`config.mk`:
```
export PLATFORM = sky130hd
export DESIGN_NAME = aes_share_encoder
export DESIGN_NICKNAME = d
export VERILOG_FILES = /design/src/rtl/aes_share_pkg.sv /design/src/rtl/aes_share_encoder_prng.sv /design/src/rtl/aes_share_encoder.sv
export SDC_FILE = /design/constraint.sdc
export NUM_CORES = 2
export LEC_CHECK = 0
export BUFFER_PORTS_ARGS = -buffer_cell sky130_fd_sc_hd__buf_2
export CAP_MARGIN = 30
export CORE_AREA = 4 4 344 346
export DETAILED_ROUTE_END_ITERATION = 8
export DIE_AREA = 0 0 348 350
export MAX_ROUTING_LAYER = met4
export PLACE_DENSITY = 0.55
export RECOVER_POWER = 100
export SYNTH_ARGS = -nofsm -noshare
export SYNTH_HDL_FRONTEND = slang
export SYNTH_SLANG_ARGS = --single-unit
export TNS_END_PERCENT = 10
```
`constraint.sdc`:
```
create_clock -name clk -period 2.8 [get_ports clk]
set_clock_uncertainty 0.05 [all_clocks]
set_input_delay 0.42 -clock clk [delete_from_list [all_inputs] [get_ports clk]]
set_output_delay 0.42 -clock clk [all_outputs]
set_load 0.02 [all_outputs]
```
`src/rtl/aes_share_pkg.sv`:
```
// Shared definitions for the AES input share encoder: PRNG geometry,
// block word counts, FSM state encoding and the 32-step LFSR advance.
package aes_share_pkg;

    localparam int unsigned LFSR_W          = 80;
    localparam int unsigned CHUNK_W         = 32;
    localparam int unsigned STEPS_PER_CYCLE = 32;

    // Feedback taps for x^80 + x^79 + x^43 + x^42 + 1 (zero-based bit indices)
    localparam int unsigned LFSR_TAP0 = 79;
    localparam int unsigned LFSR_TAP1 = 78;
    localparam int unsigned LFSR_TAP2 = 42;
    localparam int unsigned LFSR_TAP3 = 41;

    // An all-zero seed would lock the LFSR; it is replaced by this value
    localparam logic [LFSR_W-1:0] LFSR_ZERO_FIX = 80'h1;

    localparam int unsigned WORDS_PT   = 4;
    localparam int unsigned WORDS_FULL = 12;

    typedef enum logic [1:0] {
        ST_UNSEEDED,
        ST_LOAD,
        ST_MASK,
        ST_OUT
    } enc_state_t;

    // Fibonacci LFSR: shift left, feedback enters at bit 0; unrolled 32 steps
    function automatic logic [LFSR_W-1:0] lfsr_advance(input logic [LFSR_W-1:0] s);
        logic [LFSR_W-1:0] t;
        t = s;
        for (int unsigned i = 0; i < STEPS_PER_CYCLE; i++) begin
            t = {t[LFSR_W-2:0], t[LFSR_TAP0] ^ t[LFSR_TAP1] ^ t[LFSR_TAP2] ^ t[LFSR_TAP3]};
        end
        return t;
    endfunction

endpackage

```
`src/rtl/aes_share_encoder_prng.sv`:
```
// 80-bit reseedable mask PRNG: one 32-bit chunk per enabled cycle, taken
// from the low state bits before the advance.
module share_prng_lfsr80
    import aes_share_pkg::*;
(
    input  logic               clk,
    input  logic               rst,
    input  logic [LFSR_W-1:0]  i_seed,
    input  logic               i_load,
    input  logic               i_adv,
    output logic [CHUNK_W-1:0] o_chunk
);

    logic [LFSR_W-1:0] r_lfsr;

    // Seed load has priority over advance; zero seed is fixed up
    always_ff @(posedge clk) begin
        if (!rst) begin
            r_lfsr <= LFSR_ZERO_FIX;
        end else if (i_load) begin
            r_lfsr <= (i_seed == '0) ? LFSR_ZERO_FIX : i_seed;
        end else if (i_adv) begin
            r_lfsr <= lfsr_advance(r_lfsr);
        end
    end

    assign o_chunk = r_lfsr[CHUNK_W-1:0];

endmodule

```
`src/rtl/aes_share_encoder.sv`:
```
// Input-side masking front end: splits a 128-bit plaintext and 256-bit key,
// delivered as 32-bit words, into d Boolean shares.
// Optional feature macro: SHARE_ENC_KEY_REUSE_EN (plaintext-only block that
// keeps the previous key shares).
module aes_share_encoder
    import aes_share_pkg::*;
#(
    parameter int unsigned d = 2
)
(
    input  logic               clk,
    input  logic               rst,
    input  logic [31:0]        in_word,
    input  logic               in_word_valid,
    output logic               in_word_ready,
`ifdef SHARE_ENC_KEY_REUSE_EN
    input  logic               in_key_reuse,
`endif
    input  logic [79:0]        in_seed,
    input  logic               in_seed_valid,
    output logic               in_seed_ready,
    output logic [128*d-1:0]   out_shares_plaintext,
    output logic [256*d-1:0]   out_shares_key,
    output logic               out_valid,
    input  logic               out_ready
);

    localparam int unsigned MW = $clog2(d);

    enc_state_t                 r_state;
    logic [3:0]                 r_cnt;
    logic [MW-1:0]              r_mcnt;
    logic [31:0]                r_acc;
    logic [d-1:0][3:0][31:0]    r_pt;
    logic [d-1:0][7:0][31:0]    r_key;
    logic                       r_out_valid;
`ifdef SHARE_ENC_KEY_REUSE_EN
    logic                       r_reuse;
`endif

    logic                       w_seed_ready;
    logic                       w_seed_acc;
    logic                       w_word_acc;
    logic                       w_adv;
    logic [31:0]                w_chunk;
    logic                       w_last_mask;
    logic                       w_last_word;
    logic                       w_is_key;
    logic [2:0]                 w_key_idx;

    assign w_seed_ready  = (r_state == ST_UNSEEDED) || ((r_state == ST_LOAD) && (r_cnt == '0));
    assign in_seed_ready = w_seed_ready;
    // A pending seed at the block boundary takes the cycle; the word waits
    assign in_word_ready = (r_state == ST_LOAD) && !((r_cnt == '0) && in_seed_valid);
    assign w_seed_acc    = in_seed_valid && w_seed_ready;
    assign w_word_acc    = in_word_valid && in_word_ready;
    assign w_adv         = (r_state == ST_MASK);
    assign w_last_mask   = (r_mcnt == MW'(d - 1));
    assign w_is_key      = (r_cnt >= 4'(WORDS_PT));
    assign w_key_idx     = 3'(r_cnt - 4'(WORDS_PT));
`ifdef SHARE_ENC_KEY_REUSE_EN
    assign w_last_word   = r_reuse ? (r_cnt == 4'(WORDS_PT - 1)) : (r_cnt == 4'(WORDS_FULL - 1));
`else
    assign w_last_word   = (r_cnt == 4'(WORDS_FULL - 1));
`endif

    share_prng_lfsr80 u_prng (
        .clk     (clk),
        .rst     (rst),
        .i_seed  (in_seed),
        .i_load  (w_seed_acc),
        .i_adv   (w_adv),
        .o_chunk (w_chunk)
    );

    // Block FSM: accept word, mask shares 1..d-1 one per cycle, share 0 last
    always_ff @(posedge clk) begin
        if (!rst) begin
            r_state     <= ST_UNSEEDED;
            r_cnt       <= '0;
            r_mcnt      <= '0;
            r_acc       <= '0;
            r_pt        <= '0;
            r_key       <= '0;
            r_out_valid <= 1'b0;
`ifdef SHARE_ENC_KEY_REUSE_EN
            r_reuse     <= 1'b0;
`endif
        end else begin
            case (r_state)
                ST_UNSEEDED: begin
                    if (w_seed_acc) begin
                        r_state <= ST_LOAD;
                    end
                end
                ST_LOAD: begin
                    if (w_word_acc) begin
                        r_acc   <= in_word;
                        r_mcnt  <= MW'(1);
                        r_state <= ST_MASK;
`ifdef SHARE_ENC_KEY_REUSE_EN
                        if (r_cnt == '0) begin
                            r_reuse <= in_key_reuse;
                        end
`endif
                    end
                end
                ST_MASK: begin
                    if (w_is_key) begin
                        r_key[r_mcnt][w_key_idx] <= w_chunk;
                    end else begin
                        r_pt[r_mcnt][r_cnt[1:0]] <= w_chunk;
                    end
                    r_acc <= r_acc ^ w_chunk;
                    if (w_last_mask) begin
                        if (w_is_key) begin
                            r_key[0][w_key_idx] <= r_acc ^ w_chunk;
                        end else begin
                            r_pt[0][r_cnt[1:0]] <= r_acc ^ w_chunk;
                        end
                        r_cnt <= r_cnt + 4'd1;
                        if (w_last_word) begin
                            r_state     <= ST_OUT;
                            r_out_valid <= 1'b1;
                        end else begin
                            r_state <= ST_LOAD;
                        end
                    end else begin
                        r_mcnt <= r_mcnt + MW'(1);
                    end
                end
                ST_OUT: begin
                    if (out_ready) begin
                        r_state     <= ST_LOAD;
                        r_out_valid <= 1'b0;
                        r_cnt       <= '0;
                    end
                end
                default: begin
                    r_state <= ST_UNSEEDED;
                end
            endcase
        end
    end

    assign out_shares_plaintext = r_pt;
    assign out_shares_key       = r_key;
    assign out_valid            = r_out_valid;

endmodule

```
==> metrics.yaml <==
status: "complete, no violations"
grt_pass1_vias: 30310
hold_class: "primary input to flip-flop"
slowest_delay_ns: 0.67
crit_chain: "clkbuf_2 -> nand2_1 -> xor2_2 -> clkbuf_2 -> nand2_1 -> o211a_1"
nets: 4621
chipWidth_um: 348
cts_made_buffers: 99
dieHeight_um: 350
dr_total_vias: 31910
initial_core_util_pct: 30.86
synthDistinctLibCells: 54
r2r_cells: 6
hold_ws_ns: 0.09517
synth_xor_area_share_pct: 2.729
drc: 0
synthAdderAreaFrac_pct: 0.3161
arrival_ns: 3.17
ys_seq_area_share_pct: 49.91
critPathSlowestCell: "clkbuf_2"
slew_headroom_pct: 35.30
clk_latency_ns: 0.70
drt_pass1_iterations: 6
end_kind: "flip-flop"
ant_nets: 0
cts-root-buf: "clkbuf_16"
synth_top_family_by_area: "compound AO/OA/AOI/OAI gates"
dieArea_um2: 121800
finalHoldViolCount: 0
grt_pass1_wl_mm: 221.8
vdd_ir_drop_max_mv: 0.5386
power.leakage_nw: 19.74
gp_congestion: 0.8734
slew_viol_final: 0
tightest_slew_ns: 0.9705
syn_area_per_cell_um2: 9.588
h-tree-depth: 3
synth-seq-cells: 888
portBuffers: 887
clockBufferDepth: 3
maxCapViolations: 0
grt_overflow: 0
path_clk_slew_ns: 0.06
syn_to_final_growth_pct: 26.40
r2r_setup_slack_ns: 0.14
wirelength_mm: 158.3
grt_start_max_net_pins: 198
hold_depth: 4
fin_crit_sh_pct: 94.93
yosys_most_used_dff: "dfxtp_1"
synth.area.top_cells: "dfxtp_1 (50%), o211a_1 (11%), a22oi_1 (8.4%)"
floorplan.rows: 125
setup_viol: 0
wire_per_inst_um: 25.88
fmax_mhz: 376.2
cts_tree: "built"
yosys.area.top_type_share_pct: 49.91
r2r-start: "r_mcnt"
drive_gt1_share_pct: 11.09
async_flop_share_pct: 0
crit_required_ns: 3.31
rsz0062_at_grt: "false"
netlist_area_um2: 35620
hp-start: "in_seed[23]"
grtUsageTotal_pct: 25.38
core_um2: 115400
synth_area_leader_cell: "dfxtp_1"
dr.first_iter.drc_count: 2502
hold_path_end: "u_prng.r_lfsr[23]"
crit_path_start_kind: "flip-flop"
p_per_area_nw_per_um2: 690.2
syn_nets: 3841
critPathKind: "flip-flop to flip-flop"
synth-simple-area-share_pct: 15.68
fin_setup_tns_ns: 0
r2r-end: "out_shares_key[243]"
vias_per_cell: 5.216
cts_num_sinks: 888
synth_compound_area_share_pct: 24.90
synth-edff-count: 0
cp_max_fo: 31
period_minus_slack_ns: 2.658
synth_cells: 3715
antenna_found_initial: 22
pin_count: 888
post-dp-hpwl_mm: 108.0
yosys_warnings: 0
synth_mux_area_share_pct: 1.405
[registers in the layout, summed over array words and instances, names as in the netlist]
name	cells
out_shares_key	512
out_shares_plaintext	256
u_prng.r_lfsr	80
r_acc	32
r_cnt	4
r_state	2
out_valid	1
r_mcnt	1
[cell usage in the layout (no fill, tap or decap), types with 39 or more instances in the layout]
cell type,Yosys,final
buf_4,4,66
a22oi_1,398,398
mux2i_1,50,50
o21ai_0,49,50
a21boi_0,39,39
xnor2_1,71,71
a21oi_1,74,74
nor2_1,51,50
o211a_1,406,406
clkbuf_16,0,99
clkbuf_1,308,789
nor2b_1,399,397
dfxtp_1,888,857
buf_2,108,115
nand2_1,534,533
dlygate4sd3_1,0,81
nand3_1,40,40
[layout make-up]
cell class	instances	area, um^2
fillers	11960	70400
flip-flops and latches	888	17820
multi-input cells	2387	16360
repair buffers	1110	5507
clock buffers	135	2833
well taps	1524	1907
clock inverters	50	531.8
diodes	16	40.04
inverters	9	33.78
[how the worst max path moves through the flow]
stage                    start                         to  slack [ns]  cells after the start
floorplan           r_state[1]              in_word_ready        0.67                      6
global placement      r_cnt[2]  out_shares_plaintext[170]        0.34                      6
detailed placement  r_state[0]        out_shares_key[406]        0.30                      8
CTS                 r_state[1]              in_word_ready         0.1                      4
global route          r_cnt[0]        out_shares_key[436]        0.01                      7
finish                  r_mcnt        out_shares_key[243]        0.14                      6
[metal layers]
metal  part of all wire (%)  track usage (%)
met1                     42            31.26
met2                     46            39.98
met3                    8.0            6.555
met4                    4.0            9.771
met5                      0                -
[cell families (layout without fill, tap and decap cells)]
group           count (synthesis)  in the layout
simple gates                 1135           1135
compound gates               1082           1082
flops                         888            888
buf+inv                       440           1304
xor+xnor                      111            111
mux                            50             50
fa+ha+maj                       9              9
other cells                     0             16
[through the flow]
step	util [%]	setup WS, ns	power [W]	instances	cell area (um^2)
finish	39.01	0.1420	0.03108	6119	45020
global route	39.01	0.01181	0.03220	6119	45020
CTS	40.00	0.09588	0.03150	6103	46170
detailed placement	36.38	0.3016	0.01793	5836	41990
global placement	36.36	0.3445	0.01790	5835	41970
floorplan	-	0.6724	0.01589	3715	35620
[power breakdown]
part	total [W]	internal, W	switching, W
sequential	0.0136	0.0130	0.000660
clock	0.0134	0.00777	0.00566
combinational	0.00402	0.00133	0.00269
total	0.0311	0.0221	0.00901
[synth_stat cells, types with 11 or more instances]
| master | instances |
|---|---|
| and3_1 | 13 |
| a22oi_1 | 398 |
| nor2b_1 | 399 |
| nand2_1 | 534 |
| o211a_1 | 406 |
| nor2_1 | 51 |
| o21ai_0 | 49 |
| nor3_1 | 36 |
| xnor2_1 | 71 |
| o221ai_1 | 36 |
| mux2i_1 | 50 |
| nor4_1 | 20 |
| and2_1 | 12 |
| a21boi_0 | 39 |
| buf_2 | 108 |
| xor2_1 | 40 |
| buf_1 | 11 |
| dfxtp_1 | 888 |
| a21oi_1 | 74 |
| clkbuf_1 | 308 |
| nand3_1 | 40 |
| o211ai_1 | 37 |
[worst max-delay path: cells and delay by family (launching register included)]
family | cells | cell delay (ns)
buf+inv | 2 | 1.26
flops | 1 | 0.49
simple gates | 2 | 0.30
xor+xnor | 1 | 0.19
compound gates | 1 | 0.16
[what timing repair did]
item                                   CTS  global route
setup buffers                            1             0
setup endpoints to repair                1             0
gates resized for setup                  1             0
endpoints found under the hold margin   83             0
hold buffers                            81             0
Power figures use the tool's default switching activity.
